==> config.mk <==
export PLATFORM = sky130hd
export DESIGN_NAME = div_int_seq
export DESIGN_NICKNAME = d
export VERILOG_FILES = /design/src/rtl/div_int_pkg.sv /design/src/rtl/div_int_step.sv /design/src/rtl/div_int_seq.sv
export SDC_FILE = /design/constraint.sdc
export NUM_CORES = 1
export LEC_CHECK = 0
export CAP_MARGIN = 20
export CORE_UTILIZATION = 35
export DETAILED_ROUTE_END_ITERATION = 16
export PLACE_DENSITY = 0.65
export REMOVE_ABC_BUFFERS = 1
export SLEW_MARGIN = 20
export SYNTH_ARGS = -nofsm -noshare
export SYNTH_HDL_FRONTEND = slang
export SYNTH_SLANG_ARGS = --single-unit
==> constraint.sdc <==
create_clock -name clk -period 4.1 [get_ports clk]
set_input_delay 0.615 -clock clk [delete_from_list [all_inputs] [get_ports clk]]
set_output_delay 0.615 -clock clk [all_outputs]
set_load 0.1 [all_outputs]
==> src/rtl/div_int_pkg.sv <==
// Shared definitions for the sequential integer divider: FSM encoding,
// counter sizing helper and the divide-by-zero quotient constant.
package div_int_pkg;

   typedef enum logic [1:0] {
      IDLE = 2'd0,
      CALC = 2'd1,
      SIGN = 2'd2,
      DONE = 2'd3
   } state_t;

   localparam int DEF_DATA_WIDTH = 16;

   // Counter must hold the value DATA_WIDTH itself, hence the +1.
   function automatic int cnt_width(input int data_width);
      return $clog2(data_width + 1);
   endfunction

   localparam int CNT_WIDTH = cnt_width(DEF_DATA_WIDTH);

   // All-ones quotient reported for a zero divisor; sliced to DATA_WIDTH (<= 64).
   localparam logic [63:0] DBZ_QUOTIENT = '1;

endpackage

==> src/rtl/div_int_step.sv <==
// One radix-2 restoring step: shift in the next dividend bit, trial-subtract
// the divisor magnitude, keep or restore.
module div_int_step #(
   parameter int DATA_WIDTH = 16
) (
   input  logic [DATA_WIDTH-1:0] rem_in,
   input  logic                  bit_in,
   input  logic [DATA_WIDTH-1:0] dvs_mag,
   output logic [DATA_WIDTH-1:0] rem_out,
   output logic                  q_bit
);

   logic [DATA_WIDTH:0] shifted;
   logic [DATA_WIDTH:0] diff;

   // The extra MSB turns the borrow into a sign bit; rem_in < dvs_mag keeps
   // the kept result inside DATA_WIDTH bits.
   assign shifted = {rem_in, bit_in};
   assign diff    = shifted - {1'b0, dvs_mag};
   assign q_bit   = ~diff[DATA_WIDTH];
   assign rem_out = q_bit ? diff[DATA_WIDTH-1:0] : shifted[DATA_WIDTH-1:0];

endmodule

==> src/rtl/div_int_seq.sv <==
// Multi-cycle signed/unsigned restoring divider with valid/ready on both sides.
// Define DIV_EARLY_TERM_EN to finish in one edge when |dividend| < |divisor|.
module div_int_seq
   import div_int_pkg::*;
#(
   parameter int DATA_WIDTH = 16
) (
   input  logic                  clk,
   input  logic                  rst,
   input  logic                  in_valid,
   output logic                  in_ready,
   input  logic                  signed_op,
   input  logic [DATA_WIDTH-1:0] dividend,
   input  logic [DATA_WIDTH-1:0] divisor,
   output logic                  out_valid,
   input  logic                  out_ready,
   output logic [DATA_WIDTH-1:0] quotient,
   output logic [DATA_WIDTH-1:0] remainder,
   output logic                  div_by_zero
);

   localparam int CW = cnt_width(DATA_WIDTH);

   state_t                state, state_nxt;
   logic [CW-1:0]         cnt;
   logic [DATA_WIDTH-1:0] rem_r, quo_r, dvs_mag;
   logic                  q_neg, r_neg, dbz_r;
   logic [DATA_WIDTH-1:0] dvd_abs, dvs_abs;
   logic [DATA_WIDTH-1:0] step_rem;
   logic                  step_q;
   logic                  accept, dvs_zero, early;

   assign dvd_abs  = (signed_op && dividend[DATA_WIDTH-1]) ? -dividend : dividend;
   assign dvs_abs  = (signed_op && divisor[DATA_WIDTH-1])  ? -divisor  : divisor;
   assign dvs_zero = (divisor == '0);
   assign accept   = in_valid & in_ready;

`ifdef DIV_EARLY_TERM_EN
   assign early = !dvs_zero && (dvd_abs < dvs_abs);
`else
   assign early = 1'b0;
`endif

   // quo_r doubles as the dividend shift register: its MSB feeds each step.
   div_int_step #(.DATA_WIDTH(DATA_WIDTH)) u_step (
      .rem_in  (rem_r),
      .bit_in  (quo_r[DATA_WIDTH-1]),
      .dvs_mag (dvs_mag),
      .rem_out (step_rem),
      .q_bit   (step_q)
   );

   // NOTE: sequential state uses non-blocking assignments so every register
   // samples pre-edge values, independent of statement order.
   always_ff @(posedge clk or posedge rst) begin
      if (rst) state <= IDLE;
      else     state <= state_nxt;
   end

   // NOTE: every output of this block gets a default first so no path leaves
   // a variable unassigned, which would infer a latch.
   always_comb begin
      state_nxt = state;
      in_ready  = 1'b0;
      out_valid = 1'b0;
      case (state)
         IDLE: begin
            in_ready = 1'b1;
            if (in_valid) state_nxt = (dvs_zero || early) ? DONE : CALC;
         end
         CALC: if (cnt == CW'(1)) state_nxt = SIGN;
         SIGN: state_nxt = DONE;
         DONE: begin
            out_valid = 1'b1;
            if (out_ready) state_nxt = IDLE;
         end
         default: state_nxt = IDLE;
      endcase
   end

   always_ff @(posedge clk or posedge rst) begin
      if (rst) begin
         cnt     <= '0;
         rem_r   <= '0;
         quo_r   <= '0;
         dvs_mag <= '0;
         q_neg   <= 1'b0;
         r_neg   <= 1'b0;
         dbz_r   <= 1'b0;
      end else begin
         case (state)
            IDLE: if (accept) begin
               q_neg   <= signed_op & (dividend[DATA_WIDTH-1] ^ divisor[DATA_WIDTH-1]);
               r_neg   <= signed_op & dividend[DATA_WIDTH-1];
               dvs_mag <= dvs_abs;
               dbz_r   <= dvs_zero;
               if (dvs_zero) begin
                  quo_r <= DBZ_QUOTIENT[DATA_WIDTH-1:0];
                  rem_r <= dividend;
               end else if (early) begin
                  quo_r <= '0;
                  rem_r <= dividend;
               end else begin
                  quo_r <= dvd_abs;
                  rem_r <= '0;
                  cnt   <= CW'(DATA_WIDTH);
               end
            end
            CALC: begin
               rem_r <= step_rem;
               quo_r <= {quo_r[DATA_WIDTH-2:0], step_q};
               cnt   <= cnt - CW'(1);
            end
            SIGN: begin
               if (q_neg) quo_r <= -quo_r;
               if (r_neg) rem_r <= -rem_r;
            end
            default: ;
         endcase
      end
   end

   assign quotient    = quo_r;
   assign remainder   = rem_r;
   assign div_by_zero = dbz_r;

endmodule

# [Yosys cells after proc, flatten, opt, wreduce, memory -nomap -nowiden]
# Cells that the tools add are included.
[word_totals] ff_bits=58 inputBits=37
[classes] n_addsub=6 eq_ne=11 muxes=21 bitwise=5 n_reduce_logical=11
[op_table] op="$mux W16" count=9
[op_table] op="$pmux W16 S3" count=2
[op_table] op="$neg A16 Y16" count=4
[op_table] op="$sub A17 B16 Y17" count=1
[op_table] op="$logic_not A16 Y1" count=1
[op_table] op="$ne A2 B2 Y1 const B" count=7
[op_table] op="$reduce_and A3 Y1" count=4
[op_table] op="$mux W5" count=2
[op_table] op="$pmux W5 S2" count=1
[op_table] op="$mux W2" count=4
[op_table] op="$pmux W2 S4" count=1
[op_table] op="$eq A5 B1 Y1 const B" count=1
[op_table] op="$sub A5 B1 Y5 const B" count=1
[op_table] op="$eq A2 B2 Y1 const B" count=2
[op_table] op="$and A1 B1 Y1" count=3
[op_table] op="$reduce_bool A3 Y1" count=1
[op_table] op="$eq A2 B1 Y1 const B" count=1
[op_table] op="$logic_and A1 B1 Y1" count=2
[op_table] op="$logic_not A2 Y1" count=1
[op_table] op="$mux W1" count=2
[op_table] op="$reduce_and A2 Y1" count=1
[op_table] op="$reduce_bool A2 Y1" count=1
[op_table] op="$not A1 Y1" count=1
[op_table] op="$xor A1 B1 Y1" count=1

# [Longest topological paths before layout]
# Gate-level depths: netlist (run 1).
[depth] depth_word=5 depth_mapped=11

# [Hierarchy]
# From an unflattened synthesis (run 1), not the netlist that was laid out.
[hier_totals] hier_cells=629 area_unflattened_um2=5220.0
[modules_own_cells] module="div_int_seq" n_inst=1 cells_each=501 area_each_um2=4207.8 seq_area_each_um2=1451.4
[modules_own_cells] module="div_int_step" n_inst=1 cells_each=128 area_each_um2=1012.2 seq_area_each_um2=0.0

# [Least setup slack after synthesis (run 1)]
# No wires, ideal clock.
[synth_path] path_type="register to register" from="register rem_r[0], in the netlist remainder[0]" to="register rem_r[7], in the netlist remainder[7]" setup_time_ns=0.120 arrival_time_ns=3.344 t_required_ns=3.980 path_slack_ns=0.636 path_stages_with_launch=10 path_buffers=0 synth_period_minus_slack_ns=3.464 cell_sequence="dfrtp_1 > inv_1 > fa_1 > nand2b_1 > a21oi_1 > o21bai_1 > and4_1 > nor2_1 > mux2_2 > a31o_2"
[synth_between] elab_chain_len=3 word_cells_on_any_way=5
[synth_lines] element="from (decl)" line="div_int_seq.sv:26" source="logic [DATA_WIDTH-1:0] rem_r, quo_r, dvs_mag;"
[synth_lines] element="from (signal assigned)" line="div_int_seq.sv:99" source="rem_r <= dividend;"
[synth_lines] element="from (signal assigned)" line="div_int_seq.sv:102" source="rem_r <= dividend;"
[synth_lines] element="from (signal assigned)" line="div_int_seq.sv:110" source="rem_r <= step_rem;"
[synth_lines] element="$sub A17 B16 Y17 or $neg A16 Y16 (tied branches)" line="div_int_step.sv:19, div_int_seq.sv:116"
[synth_lines] element="$mux W16, on equally long branches" line="div_int_step.sv:21, div_int_seq.sv:116"
[synth_lines] element="$pmux W16 S3 *" line="div_int_seq.sv:91" source="case (state)"
# Mark *: on every way between the ends. The rest lies on a longest branch, timed or not. The select of a mux whose other input is x is not followed.
# A chain may end at the register's enable or synchronous reset.

# [Final worst setup path (run 1)]
[layout_path] from="input divisor[1]" to="register cnt[2]"
[layout_between] elab_chain_len=3
[layout_lines] element="from (decl)" line="div_int_seq.sv:14" source="input logic [DATA_WIDTH-1:0] divisor,"
[layout_lines] element="$logic_not A16 Y1" line="div_int_seq.sv:35" source="assign dvs_zero = (divisor == '0);"
[layout_lines] element="$ne A2 B2 Y1 (no line)"
[layout_lines] element="$reduce_and A3 Y1 (no line)"
[layout_lines] element="to (signal assigned)" line="div_int_seq.sv:106" source="cnt <= CW'(DATA_WIDTH);"
[layout_lines] element="to (signal assigned)" line="div_int_seq.sv:112" source="cnt <= cnt - CW'(1);"
[layout_lines] element="to (decl)" line="div_int_seq.sv:25" source="logic [CW-1:0] cnt;"
# No other way between the ends.

==> qor.yml, run 1 <==
sta:
  setup_viol: 0
  hold_violations: 0
  timing.hold.ws_ns: 0.475
  clock_skew_ns: 0.00448
  rsz0062_at_grt: "no"
  timing.final.crit_period_ns: 3.20
  slew-limit-headroom: 0.323
  maxSlewViolCount: 0
  fmax_ghz: 0.312
  worst_pin_slew_ns: 1.01
  period_share: 0.781
  tns_ns: 0
layout:
  multi_input_area_um2: 3500
  drive_above_1_share: 0.0646
  instances_no_fill: 943
  final_net_count: 818
  seqCellArea_um2: 1450
  fillerInstances: 1506
  final_util: 0.444
  antenna_cells: 0
  area_delta_synth_final_pct: 23.4
critical_path:
  crit_family: "simple AND/OR/NAND/NOR gates"
  critical_path_arrival_ns: 3.45
  r2r_end: "remainder[7]"
  crit_path_cell_trace: "clkdlybuf4s50_1 -> inv_1 -> ha_1 -> or3b_1 -> or4_1 -> nor3_4 -> buf_4 -> nand2b_1 -> and2_1 -> a21oi_1 -> a311oi_1"
  endpoint_kind: "flip-flop"
  rrSetupSlack_ns: 0.96
  r2r_start: "quotient[15]"
  critPathMaxFanout: 12
  cp.buffers_inverters: 3
  crit_slowest_cell: "or4_1"
  start_kind: "primary input"
  worstSetupPathType: "primary input to flip-flop"
  startpoint: "divisor[1]"
  r2r_cells: 11
  cp.required_ns: 4.35
  critPathMaxStageDelay_ns: 0.60
placed_design:
  io_buffer_count: 71
  dp.cells: 927
  gp_congestion: 0.841
  hpwlAfterDp_mm: 11.8
grt:
  grt_pass1_vias: 5032
  overflow: 0
  grt_max_degree: 39
  antenna_found_initial: 0
  grt_util_all_layers: 0.213
  grt_pass1_wl_mm: 26.1
clock_network:
  cts_sinks: 58
  cts_root_buf: "clkbuf_16"
  cts_setup_buffers: 0
  cts_tree: "built"
  clk_latency_ns: 0.34
  cts_resized: 0
  clock_path_buffers: 2
  ctsHtreeMaxLevel: 3
  numCtsBuffers: 9
  cts_hold_buf: 0
  clk_pin_slew_ns: 0.05
drt:
  vias: 5264
  antenna_left: 0
  drc_errors: 0
  detail_route.iter0.violations: 362
  wirelength_mm: 15.9
  vias_per_cell: 5.58
  wl_per_cell_um: 16.8
  firstDrtPassIters: 5
synthesis:
  postSynthAreaPerCell_um2: 7.60
  synth_top_area_share: 0.278
  synth_cells: 688
  synth_flop_cell: "dfrtp_1"
  synth_top_area_cell: "dfrtp_1"
  synth.most_common_cell: "nand2_1"
  synth_common_cells: "nand2_1, nor2_1, o21ai_0"
  yosysWarnings: 0
  async_flop_share: 1.00
  ys_seq_area_frac: 0.278
  synth_enable_flop_cells: 0
  ys_ff_latch: 58
  ys_top_cells_by_area: "dfrtp_1, nand2_1, ha_1"
  synth_cell_types: 65
  netlist_area_um2: 5230
die:
  die_area_um2: 15400
  io-pin-count: 72
  die_y_um: 124
  die_w_um: 124
  start_util: 0.360
  core-area_um2: 14500
  rows: 44
run_status:
  status: "finished, final reports clean"
worst_hold_path:
  holdPathEnd: "dvs_mag[4]"
  hold_class: "flip-flop to flip-flop"
  hold_start: "dvs_mag[4]"
  hold_path_depth: 2
job:
  maxCapViolCount: 0
## worst min-delay path: stages (launching register included)
cell and delay (ns):
dfrtp_1 0.33, nand2_1 0.05, o21ai_0 0.06
## layer usage
metal / GRT usage / up-vias / part of all wire
met1: 0.272 / 2451 / 0.45
met3: 0.0440 / 22 / 0.056
li1: - / 2626 / -
met5: 0 / - / 0
met2: 0.350 / 165 / 0.47
met4: 0.0794 / 0 / 0.020
## flip-flops by register name, summed over array words and instances, names as in the netlist
name	count
r_neg	1
quotient	16
cnt	5
dvs_mag	16
state	2
remainder	16
div_by_zero	1
q_neg	1
## cell usage in the layout (no fill, tap or decap), types with 7 or more instances in the layout
cell,netlist,layout
a21oi_1,49,49
a221oi_1,7,7
a31oi_1,10,10
buf_4,2,17
clkbuf_16,0,9
clkdlybuf4s50_1,0,71
dfrtp_1,58,58
ha_1,26,26
inv_1,39,38
mux2i_1,8,8
nand2_1,87,86
nand3_1,21,21
nor2_1,66,66
nor3_1,23,22
nor4_1,8,8
o211ai_1,9,9
o21ai_0,63,63
or3_1,7,7
xnor2_1,34,34
xor2_1,17,17
## cell families (layout without fill, tap and decap cells)
kind of cell               count (synthesis)  after routing  share of synthesized area
and+or+nand+nor                          255            255                      0.231
AOI/OAI and AO/OA                        212            212                      0.261
buffers and inverters                     73            144                     0.0550
DFF                                       58             58                      0.278
xor gates and xnor gates                  51             51                     0.0854
adders and majority gates                 27             27                     0.0661
muxes                                     12             12                     0.0239
## worst max path at each step
stage / endpoint / cells after the start
floorplan: remainder[7] / 10
finish: cnt[2] / 11
detailed placement: cnt[2] / 11
global placement: cnt[2] / 11
global route: cnt[2] / 11
CTS: cnt[2] / 11
## per-stage QoR
step | worst slack (ns) | cell area (um2)
finish | 0.896 | 6450
global route | 0.682 | 6450
CTS | 0.909 | 6450
detailed placement | 0.527 | 6160
global placement | 0.626 | 6160
floorplan | 0.310 | 5090
## layout make-up
| type | count | area share |
|---|---|---|
| clock buffers | 14 | 0.0425 |
| inverters | 40 | 0.0233 |
| multi-input cells | 557 | 0.542 |
| repair buffers | 88 | 0.130 |
| clock inverters | 2 | 0.00155 |
| flip-flops and latches | 58 | 0.225 |
| well taps | 184 | 0.0357 |
Power of run 1 is not shown: default switching activity piles up to over one toggle a cycle in this logic, so the estimate is an artifact.
==> run 2: changes to the inputs <==
==> constraint.sdc (replaced) <==
create_clock -name clk -period 3.1 [get_ports clk]
set_input_delay 0.465 -clock clk [delete_from_list [all_inputs] [get_ports clk]]
set_output_delay 0.465 -clock clk [all_outputs]
set_load 0.1 [all_outputs]
==> qor.yml, run 2 (synthesis results as in run 1) <==
critical_path:
  worstSetupPathType: "primary input to flip-flop"
  critPathMaxFanout: 14
  crit_slowest_cell: "nor2_1"
  critical_path_arrival_ns: 3.13
  crit_path_cell_trace: "clkdlybuf4s50_1 -> inv_1 -> ha_1 -> or3b_1 -> or4_1 -> nor3_4 -> buf_12 -> nor2_1 -> nand2_1 -> a31o_2 -> a32o_1"
  cp.required_ns: 3.33
  start_kind: "primary input"
  critPathMaxStageDelay_ns: 0.64
  crit_family: "simple AND/OR/NAND/NOR gates"
  endpoint_kind: "flip-flop"
  cp.buffers_inverters: 3
drt:
  vias: 5410
  antenna_left: 0
  drc_errors: 0
  firstDrtPassIters: 7
  vias_per_cell: 5.51
  wirelength_mm: 16.2
  detail_route.iter0.violations: 358
  wl_per_cell_um: 16.5
sta:
  setup_viol: 0
  tns_ns: 0
  timing.final.crit_period_ns: 2.89
  hold_violations: 0
  rsz0062_at_grt: "no"
  slew-limit-headroom: 0.414
  fmax_ghz: 0.346
  clock_skew_ns: 0.00602
  timing.hold.ws_ns: 0.476
  maxSlewViolCount: 0
  worst_pin_slew_ns: 0.877
  period_share: 0.933
die:
  die_w_um: 124
  die_area_um2: 15400
  die_y_um: 124
  core-area_um2: 14500
  start_util: 0.360
  rows: 44
  io-pin-count: 72
placed_design:
  hpwlAfterDp_mm: 12.3
  gp_congestion: 0.867
  io_buffer_count: 71
grt:
  grt_pass1_vias: 5120
  grt_max_degree: 59
  antenna_found_initial: 0
  overflow: 0
  grt_util_all_layers: 0.217
  grt_pass1_wl_mm: 26.8
layout:
  antenna_cells: 0
  final_net_count: 856
  layout_commonest_cell: "buf_4"
  drive_above_1_share: 0.151
  final_util: 0.457
  area_delta_synth_final_pct: 27.0
  layout_common_cells: "buf_4, nand2_1, nor2_1"
worst_hold_path:
  hold_class: "flip-flop to flip-flop"
clock_network:
  clock_path_buffers: 2
  ctsHtreeMaxLevel: 3
  clk_latency_ns: 0.34
  numCtsBuffers: 9
  cts_resized: 0
  cts_tree: "built"
  cts_hold_buf: 0
  clk_pin_slew_ns: 0.05
  cts_setup_buffers: 0
  cts_root_buf: "clkbuf_16"
  cts_sinks: 58
run_status:
  status: "finished, final reports clean"
job:
  maxCapViolCount: 0
==> run 2: changes by cell type in the layout (fill, tap and decap cells not counted), sizes merged <==
| cell | previous run | this run |
|---|---|---|
| clkinv | 3 | 4 |
| buf | 17 | 90 |
| clkbuf | 14 | 13 |
| clkdlybuf4s50 | 71 | 36 |
==> run 2: layout make-up <==
class | count | area [um2]
fill | 1495 | 7900
tap | 184 | 230
inverter | 40 | 150
clock inverter | 3 | 15.0
multi-input combinational | 557 | 3490
clock buffer | 13 | 250
sequential | 58 | 1450
timing repair buffer | 126 | 1050
==> run 2: worst paths after layout <==
kind / slack [ns] / from / cells after the start / to
setup / recovery: 0.21 / divisor[0] / 11 / quotient[2]
hold / removal: 0.48 / dvs_mag[3] / 2 / dvs_mag[3]
setup reg to reg: 0.29 / quotient[15] / 10 / remainder[3]
hold reg to reg: 0.48 / dvs_mag[3] / 2 / dvs_mag[3]
max in group asynchronous: 1.90 / rst / 3 / remainder[6]
min in group asynchronous: 0.68 / rst / 3 / cnt[0]
==> run 2: tightest hold or removal path, delay by kind of cell (launching register included) <==
kind            cells  cell delay [ns]
compound gates      1             0.06
simple gates        1             0.05
flops               1             0.34
==> run 2: stage by stage <==
step | cell area [um2] | setup WS, ns | cells
after detailed placement | 6370 | -0.142 | 965
after floorplan | 5090 | -0.690 | 655
after CTS | 6640 | 0.221 | 981
after global placement | 6370 | -0.100 | 965
final | 6640 | 0.206 | 981
after global routing | 6640 | 0.00908 | 981
==> run 2: metal layers <==
metal | global-route usage | vias to the layer above | wire length, um
li1 | - | 2700 | -
met1 | 0.286 | 2536 | 7530
met2 | 0.357 | 152 | 7520
met3 | 0.0401 | 22 | 779
met4 | 0.0695 | 0 | 331
met5 | 0 | - | 0
Power of run 2 is left out for the same reason.
==> run 3: changes to the inputs <==
--- a/config.mk
+++ b/config.mk
@@ -9,7 +9,6 @@
 export CORE_UTILIZATION = 35
 export DETAILED_ROUTE_END_ITERATION = 16
 export PLACE_DENSITY = 0.65
-export REMOVE_ABC_BUFFERS = 1
 export SLEW_MARGIN = 20
 export SYNTH_ARGS = -nofsm -noshare
 export SYNTH_HDL_FRONTEND = slang
==> constraint.sdc (replaced) <==
create_clock -name clk -period 3.5 [get_ports clk]
set_input_delay 0.525 -clock clk [delete_from_list [all_inputs] [get_ports clk]]
set_output_delay 0.525 -clock clk [all_outputs]
set_load 0.1 [all_outputs]
==> qor.yml, run 3 (synthesis results as in run 1) <==
clock_network:
  cts_resized: 0
  clock_path_buffers: 2
  cts_root_buf: "clkbuf_16"
  ctsHtreeMaxLevel: 3
  cts_setup_buffers: 0
  cts_sinks: 58
  numCtsBuffers: 9
  cts_hold_buf: 0
  clk_latency_ns: 0.35
  clk_pin_slew_ns: 0.05
  cts_tree: "built"
critical_path:
  cp.required_ns: 3.74
  critical_path_arrival_ns: 3.33
  start_kind: "primary input"
  endpoint_kind: "flip-flop"
  critPathMaxStageDelay_ns: 0.72
  crit_family: "simple AND/OR/NAND/NOR gates"
  worstSetupPathType: "primary input to flip-flop"
  crit_slowest_cell: "nor2_1"
  crit_path_cell_trace: "clkdlybuf4s50_1 -> inv_1 -> ha_1 -> or3b_1 -> or4_1 -> nor3_4 -> buf_12 -> nor2_1 -> nand2_1 -> a31o_2 -> a32o_1"
  critPathMaxFanout: 18
  cp.buffers_inverters: 3
  rrSetupSlack_ns: 0.43
worst_hold_path:
  hold_class: "flip-flop to flip-flop"
placed_design:
  io_buffer_count: 71
  gp_congestion: 0.856
  hpwlAfterDp_mm: 12.1
  dp.cells: 936
drt:
  vias_per_cell: 5.68
  vias: 5407
  drc_errors: 0
  wirelength_mm: 16.2
  wl_per_cell_um: 17.0
  detail_route.iter0.violations: 560
  antenna_left: 0
  firstDrtPassIters: 6
layout:
  drive_above_1_share: 0.0859
  seqCellArea_um2: 1450
  area_delta_synth_final_pct: 25.1
  antenna_cells: 0
  layout_common_cells: "nand2_1, nor2_1, o21ai_0"
  layout_commonest_cell: "nand2_1"
  instances_no_fill: 952
  final_net_count: 827
  fillerInstances: 1508
  multi_input_area_um2: 3490
  final_util: 0.450
grt:
  grt_pass1_wl_mm: 26.0
  grt_pass1_vias: 4890
  grt_util_all_layers: 0.213
  antenna_found_initial: 0
  overflow: 0
  grt_max_degree: 38
synthesis:
  syn_nets: 752
die:
  die_y_um: 124
  rows: 44
  start_util: 0.360
  die_area_um2: 15400
  io-pin-count: 72
  die_w_um: 124
  core-area_um2: 14500
sta:
  rsz0062_at_grt: "no"
  setup_viol: 0
  worst_pin_slew_ns: 0.983
  timing.final.crit_period_ns: 3.09
  timing.hold.ws_ns: 0.478
  tns_ns: 0
  fmax_ghz: 0.323
  hold_violations: 0
  clock_skew_ns: 0.00820
  slew-limit-headroom: 0.343
  period_share: 0.884
  maxSlewViolCount: 0
job:
  maxCapViolCount: 0
run_status:
  status: "finished, final reports clean"
[run 3: changes by cell type in the layout (fill, tap and decap cells not counted), sizes merged]
cell / before / now
clkdlybuf4s50: 36 / 62
bufinv: 0 / 1
buf: 90 / 35
clkinv: 4 / 1
clkbuf: 13 / 15
[run 3: layout make-up]
class | instances | area share
clock buffer | 15 | 0.0440
timing repair buffer | 97 | 0.137
clock inverter | 1 | 0.00459
sequential | 58 | 0.222
multi-input combinational | 557 | 0.534
tap | 184 | 0.0352
inverter | 40 | 0.0230
[run 3: worst paths after layout]
kind | cells after the start | end | from
worst max-delay path | 11 | quotient[2] | divisor[0]
worst min-delay path | 2 | dvs_mag[2] | dvs_mag[2]
worst max register to register | 10 | remainder[3] | quotient[15]
worst min register to register | 2 | dvs_mag[2] | dvs_mag[2]
max in group asynchronous | 3 | dvs_mag[2] | rst
min in group asynchronous | 2 | cnt[1] | rst
[run 3: worst reg2reg max path, cell delays in order (launching register included)]
cell      delay (ns)
dfrtp_1         0.40
inv_1           0.08
ha_1            0.23
fa_1            0.41
nand2b_1        0.19
a21oi_1         0.31
o21bai_1        0.18
and4_1          0.27
or2_2           0.39
o31a_1          0.36
o221ai_1        0.17
[run 3: metrics by stage]
stage,worst slack (ns),area [um2]
after detailed placement,0.0523,6220
after floorplan,0.0355,5230
after global placement,0.101,6220
after CTS,0.412,6540
final,0.408,6540
after global routing,0.172,6540
[run 3: layer usage]
metal  up-vias  wire length (um)  track usage
met5         -                 0            0
met4         0               314       0.0751
met3        25              1030       0.0483
met2       220              7110        0.314
met1      2516              7700        0.303
li1       2646                 -            -
Power of run 3 is left out for the same reason.
